<file path="config.mk">
export PLATFORM = sky130hd
export DESIGN_NAME = fifo_read_arbiter
export DESIGN_NICKNAME = d
export VERILOG_FILES = /design/src/rtl/fifo_arb_pkg.sv /design/src/rtl/rr_pick.sv /design/src/rtl/fifo_read_arbiter.sv
export SDC_FILE = /design/constraint.sdc
export NUM_CORES = 1
export LEC_CHECK = 0
export CORE_MARGIN = 2
export CORE_UTILIZATION = 43
export DETAILED_ROUTE_END_ITERATION = 16
export PLACE_DENSITY = 0.84
export SYNTH_ARGS = -nofsm -noshare
export SYNTH_HDL_FRONTEND = slang
export SYNTH_SLANG_ARGS = --single-unit
</file>
<file path="constraint.sdc">
create_clock -name rclk -period 4.85 [get_ports rclk]
set_input_delay 0.485 -clock rclk [delete_from_list [all_inputs] [get_ports rclk]]
set_output_delay 0.485 -clock rclk [all_outputs]
set_load 0.05 [all_outputs]
</file>
<file path="src/rtl/fifo_arb_pkg.sv">
// fifo_arb_pkg
// Shared types and width helpers for the FIFO read-port arbiter.
//   arb_state_e : arbiter FSM state encoding
//   idx_w()     : width of a consumer index for n consumers
//   cnt_w()     : width of a pop counter that can hold 0..b
package fifo_arb_pkg;

    typedef enum logic {
        IDLE  = 1'b0,
        GRANT = 1'b1
    } arb_state_e;

    localparam int NREQ_DEF  = 4;
    localparam int BURST_DEF = 4;
    localparam int IDX_W_DEF = $clog2(NREQ_DEF);
    localparam int CNT_W_DEF = $clog2(BURST_DEF + 1);

    function automatic int idx_w(input int n);
        return (n > 1) ? $clog2(n) : 1;
    endfunction

    function automatic int cnt_w(input int b);
        return (b > 0) ? $clog2(b + 1) : 1;
    endfunction

endpackage

</file>
<file path="src/rtl/rr_pick.sv">
// rr_pick
// Combinational round-robin picker: returns the first requester found when
// scanning upward from ptr, wrapping modulo NREQ.
// Ports:
//   req [NREQ] : request vector
//   ptr [IW]   : scan start index (always < NREQ)
//   any        : at least one request is high
//   idx [IW]   : selected index, 0 when any is low
module rr_pick
    import fifo_arb_pkg::*;
#(
    parameter int NREQ = 4,
    parameter int IW   = idx_w(NREQ)
) (
    input  logic [NREQ-1:0] req,
    input  logic [IW-1:0]   ptr,
    output logic            any,
    output logic [IW-1:0]   idx
);

    logic [IW-1:0] cand;

    // Scan from the farthest offset back to the nearest so that the last
    // hit written is the first one in round-robin order.
    always_comb begin
        any  = 1'b0;
        idx  = '0;
        cand = '0;
        for (int k = NREQ - 1; k >= 0; k--) begin
            cand = IW'((int'(ptr) + k) % NREQ);
            if (req[cand]) begin
                any = 1'b1;
                idx = cand;
            end
        end
    end

endmodule

</file>
<file path="src/rtl/fifo_read_arbiter.sv">
// fifo_read_arbiter
// Round-robin arbiter sharing the async FIFO read port among NREQ consumers.
// Each grant is capped at BURST pops; handover between owners is bubble-free.
//
//   state | meaning
//   ------+-----------------------------------------------------------
//   IDLE  | no owner; a pick is loaded as soon as any req is high
//   GRANT | owner holds the read port; pops while req[owner] & ~rempty
//
// Ports:
//   rclk, rrst     : read clock, synchronous active-high reset
//   req [NREQ]     : consumer i wants a word and can accept it this cycle
//   rempty, rdata  : FIFO empty flag and head word
//   rinc           : pop strobe to the FIFO
//   gnt [NREQ]     : one-hot current owner or zero
//   dvalid, dout   : delivered word strobe (== rinc) and word (== rdata)
//   did            : owner index tagging dout
//   busy           : an owner is held
module fifo_read_arbiter
    import fifo_arb_pkg::*;
#(
    parameter int NREQ  = 4,
    parameter int DW    = 8,
    parameter int BURST = 4
) (
    input  logic                     rclk,
    input  logic                     rrst,
    input  logic [NREQ-1:0]          req,
    input  logic                     rempty,
    input  logic [DW-1:0]            rdata,
    output logic                     rinc,
    output logic [NREQ-1:0]          gnt,
    output logic                     dvalid,
    output logic [DW-1:0]            dout,
    output logic [idx_w(NREQ)-1:0]   did,
    output logic                     busy
);

    localparam int IW = idx_w(NREQ);
    localparam int CW = cnt_w(BURST);
    localparam logic [CW-1:0] CNT_LAST = CW'(BURST - 1);
    localparam logic [IW-1:0] IDX_LAST = IW'(NREQ - 1);

    arb_state_e    state, state_nxt;
    logic [IW-1:0] owner, owner_nxt;
    logic [IW-1:0] ptr, ptr_nxt;
    logic [CW-1:0] cnt, cnt_nxt;

    logic [IW-1:0] owner_inc;
    logic [IW-1:0] pick_ptr;
    logic          pick_any;
    logic [IW-1:0] pick_idx;
    logic          in_grant;
    logic          req_own;
    logic          pop;
    logic          release_gnt;

    assign in_grant  = (state == GRANT);
    assign owner_inc = (owner == IDX_LAST) ? '0 : owner + 1'b1;

    // One picker serves both paths: from IDLE it scans from ptr, on release
    // it scans from owner+1, which leaves the old owner last in line so it
    // only wins when it is the sole requester.
    assign pick_ptr = in_grant ? owner_inc : ptr;

    rr_pick #(
        .NREQ (NREQ),
        .IW   (IW)
    ) u_pick (
        .req  (req),
        .ptr  (pick_ptr),
        .any  (pick_any),
        .idx  (pick_idx)
    );

    assign req_own = req[owner];

    // Reset gates the pop combinationally so no word is lost while rrst is
    // high, even though the state only clears at the next edge.
    assign pop = in_grant & req_own & ~rempty & ~rrst;

    // Empty alone never releases: the owner keeps the port and the count.
    assign release_gnt = in_grant & ((pop & (cnt == CNT_LAST)) | ~req_own);

    always_comb begin
        state_nxt = state;
        owner_nxt = owner;
        ptr_nxt   = ptr;
        cnt_nxt   = cnt;
        case (state)
            IDLE: begin
                if (pick_any) begin
                    state_nxt = GRANT;
                    owner_nxt = pick_idx;
                    cnt_nxt   = '0;
                end
            end
            GRANT: begin
                if (release_gnt) begin
                    ptr_nxt = owner_inc;
                    cnt_nxt = '0;
                    if (pick_any) begin
                        owner_nxt = pick_idx;
                    end else begin
                        state_nxt = IDLE;
                    end
                end else if (pop) begin
                    cnt_nxt = cnt + 1'b1;
                end
            end
            default: begin
                state_nxt = IDLE;
            end
        endcase
    end

    always_ff @(posedge rclk) begin
        if (rrst) begin
            state <= IDLE;
            owner <= '0;
            ptr   <= '0;
            cnt   <= '0;
        end else begin
            state <= state_nxt;
            owner <= owner_nxt;
            ptr   <= ptr_nxt;
            cnt   <= cnt_nxt;
        end
    end

    assign rinc   = pop;
    assign dvalid = pop;
    assign dout   = rdata;
    assign did    = in_grant ? owner : '0;
    assign busy   = in_grant;
    assign gnt    = in_grant ? (NREQ'(1) << owner) : '0;

endmodule

</file>
# == Word level (Yosys, flattened, before mapping) ==
# Index checks and enable logic that the tools add are counted.
# op_classes
add_sub_neg,5
n_mul,0
n_div,0
magnitude_cmp,5
eq_ne,5
shift,1
mux,32
bitwise,10
reduce_logical,2
# ops
op,n
$mux W2,9
$lt A2 B3 Y1 const B,5
$mux W1,11
$bmux W1 S2,5
$mux W3,3
$pmux W3 S2,1
$and A1 B1 Y1,5
$add A2 B1 Y2 const B,2
$add A2 B2 Y2 const B,2
$mux W4,1
$not A1 Y1,4
$pmux W2 S2,1
$reduce_and A2 Y1,2
$shl A1 B2 Y4 const A,1
$add A3 B1 Y3 const B,1
$eq A3 B2 Y1 const B,1
$ne A3 B1 Y1 const B,1
$eq A2 B2 Y1 const B,1
$ne A2 B1 Y1 const B,1
$ne A2 B2 Y1 const B,1
$pmux W1 S2,1
$or A1 B1 Y1,1
# totals
regBits,8
latch_bits,0
ram_bits,0
rom_bits,0
in_bits,15
output_inout_bits,17
elab_cells,64
memories,0

# == Logic depth before layout (Yosys ltp) ==
# logic_depth
depth_word,13
depth_mapped,6
depth_no_buf,6

# == By module ==
# A second synthesis with hierarchy kept.
# hier_totals
cells_unflattened,87
area_unflattened_um2,769.5
# by_module_without_submodules
mod,n_inst,cells_per_inst,area_each_um2,seq_area_each_um2
fifo_read_arbiter,1,74,691.9,160.2
rr_pick,1,13,77.6,0.0

# == Worst setup path after synthesis ==
# OpenSTA, ideal clock, no wires.
# synth_timing
path_type,register to output
from,reg state (netlist: busy)
to,out rinc
arrival_ns,2.564
required_time_ns,4.365
slack_ns,1.801
stages_incl_launch_ff,5
path_buffers,2
cell_sequence,dfxtp_1 -> clkbuf_1 -> nand2_1 -> nor3_1 -> buf_4
# synth_via
elab_chain_len,3
# synth_rtl
item,line,source
start: declaration,fifo_read_arbiter.sv:44,"arb_state_e state, state_nxt;"
start signal: assignment,fifo_read_arbiter.sv:124,state <= state_nxt;
$and A1 B1 Y1 (3 in a row),fifo_read_arbiter.sv:80,assign pop = in_grant & req_own & ~rempty & ~rrst;
end: declaration,fifo_read_arbiter.sv:31,"output logic rinc,"
# No other way between the ends.

# == Final worst setup path ==
# layout_timing
from,in req[3]
to,out dvalid
# layout_via
elab_chain_len,5
# layout_rtl
item,line,source
start: declaration,fifo_read_arbiter.sv:28,"input logic [NREQ-1:0] req,"
$bmux W1 S2,fifo_read_arbiter.sv:76,assign req_own = req[owner];
$mux W1 (implied by the code),fifo_read_arbiter.sv:76,
$and A1 B1 Y1 (3 in a row),fifo_read_arbiter.sv:80,
end: declaration,fifo_read_arbiter.sv:33,"output logic dvalid,"
# No other way between the ends. The select of a mux whose other input is x is not followed.

==> out/metrics.csv <==
stage,metric,value,unit
placed_design,gp_congestion,0.916,
cells_and_area,fin_nets,112,
yosys,avgSynthCellArea,8.19,um2
yosys,yosysSeqAreaShare,23.8,%
critical_path,r2r-end,owner[0],
clocking,htreeDepth,1,
floorplanning,fp.dieArea,0.00189,mm2
global_route,grt_pass1_vias,630,
clocking,cts_inserted_buffers,3,
min_path,min_from,cnt[2],
yosys,synth_fp_nets,103,
placed_design,dp_cells,102,
clocking,cts.clk_slew.worst_paths,0.05,ns
clocking,cts_buffer_depth,2,
power_and_ir_drop,p_leak,0.308,nW
route,vias,603,
route,post_drt_wl_per_cell,13.7,um
min_path,hold_depth,2,
sta,min_period,3.00,ns
floorplanning,rows,14,
yosys,synth_area,672,um2
placed_design,dpl.hpwl,1.19,mm
floorplanning,start_util,45.1,%
sta,finClkSkew,0.000843,ns
global_route,grt_overflow_total,0,
clocking,cts-resized-gates,0,
critical_path,startpoint,req[3],
critical_path,path_max_fanout,6,
sta,final_max_slew_viol_count,0,
route,drc_errors,0,
global_route,grt_first_pass_wirelength,2.60,mm
sta,maxSlewHeadroom,65.0,%
yosys,postSynthRegisterBits,8,
critical_path,rrSetupSlack,2.87,ns
outcome,outcome,"complete, no violations",
critical_path,worstPathRequired,4.37,ns
yosys,syn_inst,82,
critical_path,r2r-start,cnt[0],
floorplanning,core,0.00149,mm2
cells_and_area,drive_above_1_share,10.1,%
placed_design,portBuffers,15,
power_and_ir_drop,p_per_area,269,mW/mm2
power_and_ir_drop,ir_drop,0.149,mV
sta,grt_setup_unrepaired,no,
clocking,cts_tree,built,
cells_and_area,stdcell_count,105,
critical_path,cp-start-kind,input port,
clocking,cts.sinks,8,
critical_path,crit_arrival,2.52,ns
run,cap_violations,0,
sta,fin_crit_sh,61.9,%
yosys,yosysWarningCount,0,
clocking,root_buffer,clkbuf_4,
yosys,synth.distinct_cells,31,
sta,setup_tns,0,ns
clocking,cts_setup_buffers,0,
global_route,antenna_found_initial,0,
sta,hold_viol_final,0,
cells_and_area,area_growth,17.5,%
sta,fmaxAchievable,333,MHz
sta,tightestPinTransition,0.524,ns
critical_path,worstSetupPathType,in -> out,
clocking,clock_latency,0.25,ns
floorplanning,ios,32,
route,ant_nets,0,
route,wl,1.44,mm
clocking,cts_hold_buf,0,
floorplanning,die-width,43.5,um
global_route,track_usage,18.1,%
critical_path,worstRegToRegCells,6,
route,via_per_inst,5.74,
critical_path,end_kind,primary output,
min_path,hold_path_end,cnt[2],
power_and_ir_drop,finalPower,0.212,mW
cells_and_area,n_antenna_cell,0,
sta,setup_viol,0,
route,first_pass_iters,4,
global_route,grt_max_degree,18,
min_path,hp-class,reg -> reg,
floorplanning,die-height,43.5,um
route,drt_iter0_markers,11,
## critical path: stages
cell and delay, ns:
clkdlybuf4s50_1 0.57, mux4_2 0.34, nand2_1 0.07, nor3_1 0.21, clkdlybuf4s50_1 0.85
## area by class of cell
class                           instances  area [um2]
Timing Repair Buffer                   15         150
Fill cell                             137         699
Inverter                                6        22.5
Tap cell                               16        20.0
Sequential cell                         8         160
Clock buffer                            3        22.5
Multi-Input combinational cell         57         414
## stage by stage
step / hold WS [ns] / worst slack [ns] / util (%) / cell area (um2)
after global placement: 0.442 / 1.91 / 51.5 / 767
after global routing: 0.506 / 1.72 / 53.0 / 790
after floorplan: 0.436 / 1.80 / - / 672
after detailed placement: 0.446 / 1.86 / 51.5 / 767
after CTS: 0.454 / 1.85 / 53.0 / 790
final: 0.453 / 1.85 / 53.0 / 790
## synth_stat cells (all sizes together)
library cell,n,area share (%)
and3,1,1.7
nor2b,1,0.93
o21ai,1,0.74
dfxtp,8,24
clkbuf,2,1.1
o41ai,1,2.4
or3b,1,1.3
nand3b,2,2.2
a31oi,1,0.93
ha,6,11
a211o,1,1.3
o21a,1,1.1
nand3,1,0.74
mux2i,3,4.5
nor3,1,0.74
nand2,7,3.9
o211ai,1,1.1
mux4,1,3.4
a22o,1,1.3
a31o,3,3.9
a21oi,6,4.5
buf,9,10
o32ai,1,1.3
nor2,7,3.9
or3,2,1.9
and2,4,3.7
inv,6,3.4
nor4,1,0.93
o31ai,1,1.1
nand2b,1,0.93
## worst max path at each step
stage	end	slack, ns	cells after the start
finish	dvalid	1.85	5
floorplan	rinc	1.80	4
detailed placement	dvalid	1.86	5
global placement	rinc	1.91	5
CTS	dvalid	1.85	5
global route	dvalid	1.72	5
## cell usage in the layout, fill, tap and decap left out, drive strengths merged
cell,count
a31o,3
a31oi,1
inv,6
clkdlybuf4s50,15
mux2i,3
o21a,1
nand2,7
nor3,1
nand3,1
or3,2
o32ai,1
a211o,1
a22o,1
nand2b,1
nor2,7
o41ai,1
and2,4
ha,6
and3,1
nor2b,1
nor4,1
nand3b,2
dfxtp,8
mux4,1
or3b,1
a21oi,6
o21ai,1
clkbuf,3
o31ai,1
o211ai,1
## power by group
part,internal [mW],switching [mW],leakage (nW),total [mW]
sequential,0.0715,0.00800,0.0656,0.0795
clock,0.0282,0.0213,0.0138,0.0496
combinational,0.0347,0.0487,0.228,0.0834
total,0.134,0.0780,0.308,0.212
## registers in the layout, indices dropped and copies added, names as in the netlist
register and count:
cnt 3, owner 2, ptr 2, busy 1
## per-layer routing
metal  share of wire (%)  vias to the layer above  track usage, %
met1                  41                      282            19.0
met3                 6.1                        8            9.17
li1                    -                      298               -
met4                 1.5                        0            3.64
met2                  52                       15            32.5
met5                   0                        -               0
## kinds of logic after synthesis
| kind of cell | share of synthesized area (%) |
|---|---|
| flops | 23.8 |
| mux | 7.82 |
| compound gates | 19.7 |
| buf+inv | 14.5 |
| simple gates | 22.9 |
| fa+ha+maj | 11.2 |
(Power assumes the default switching activity.)
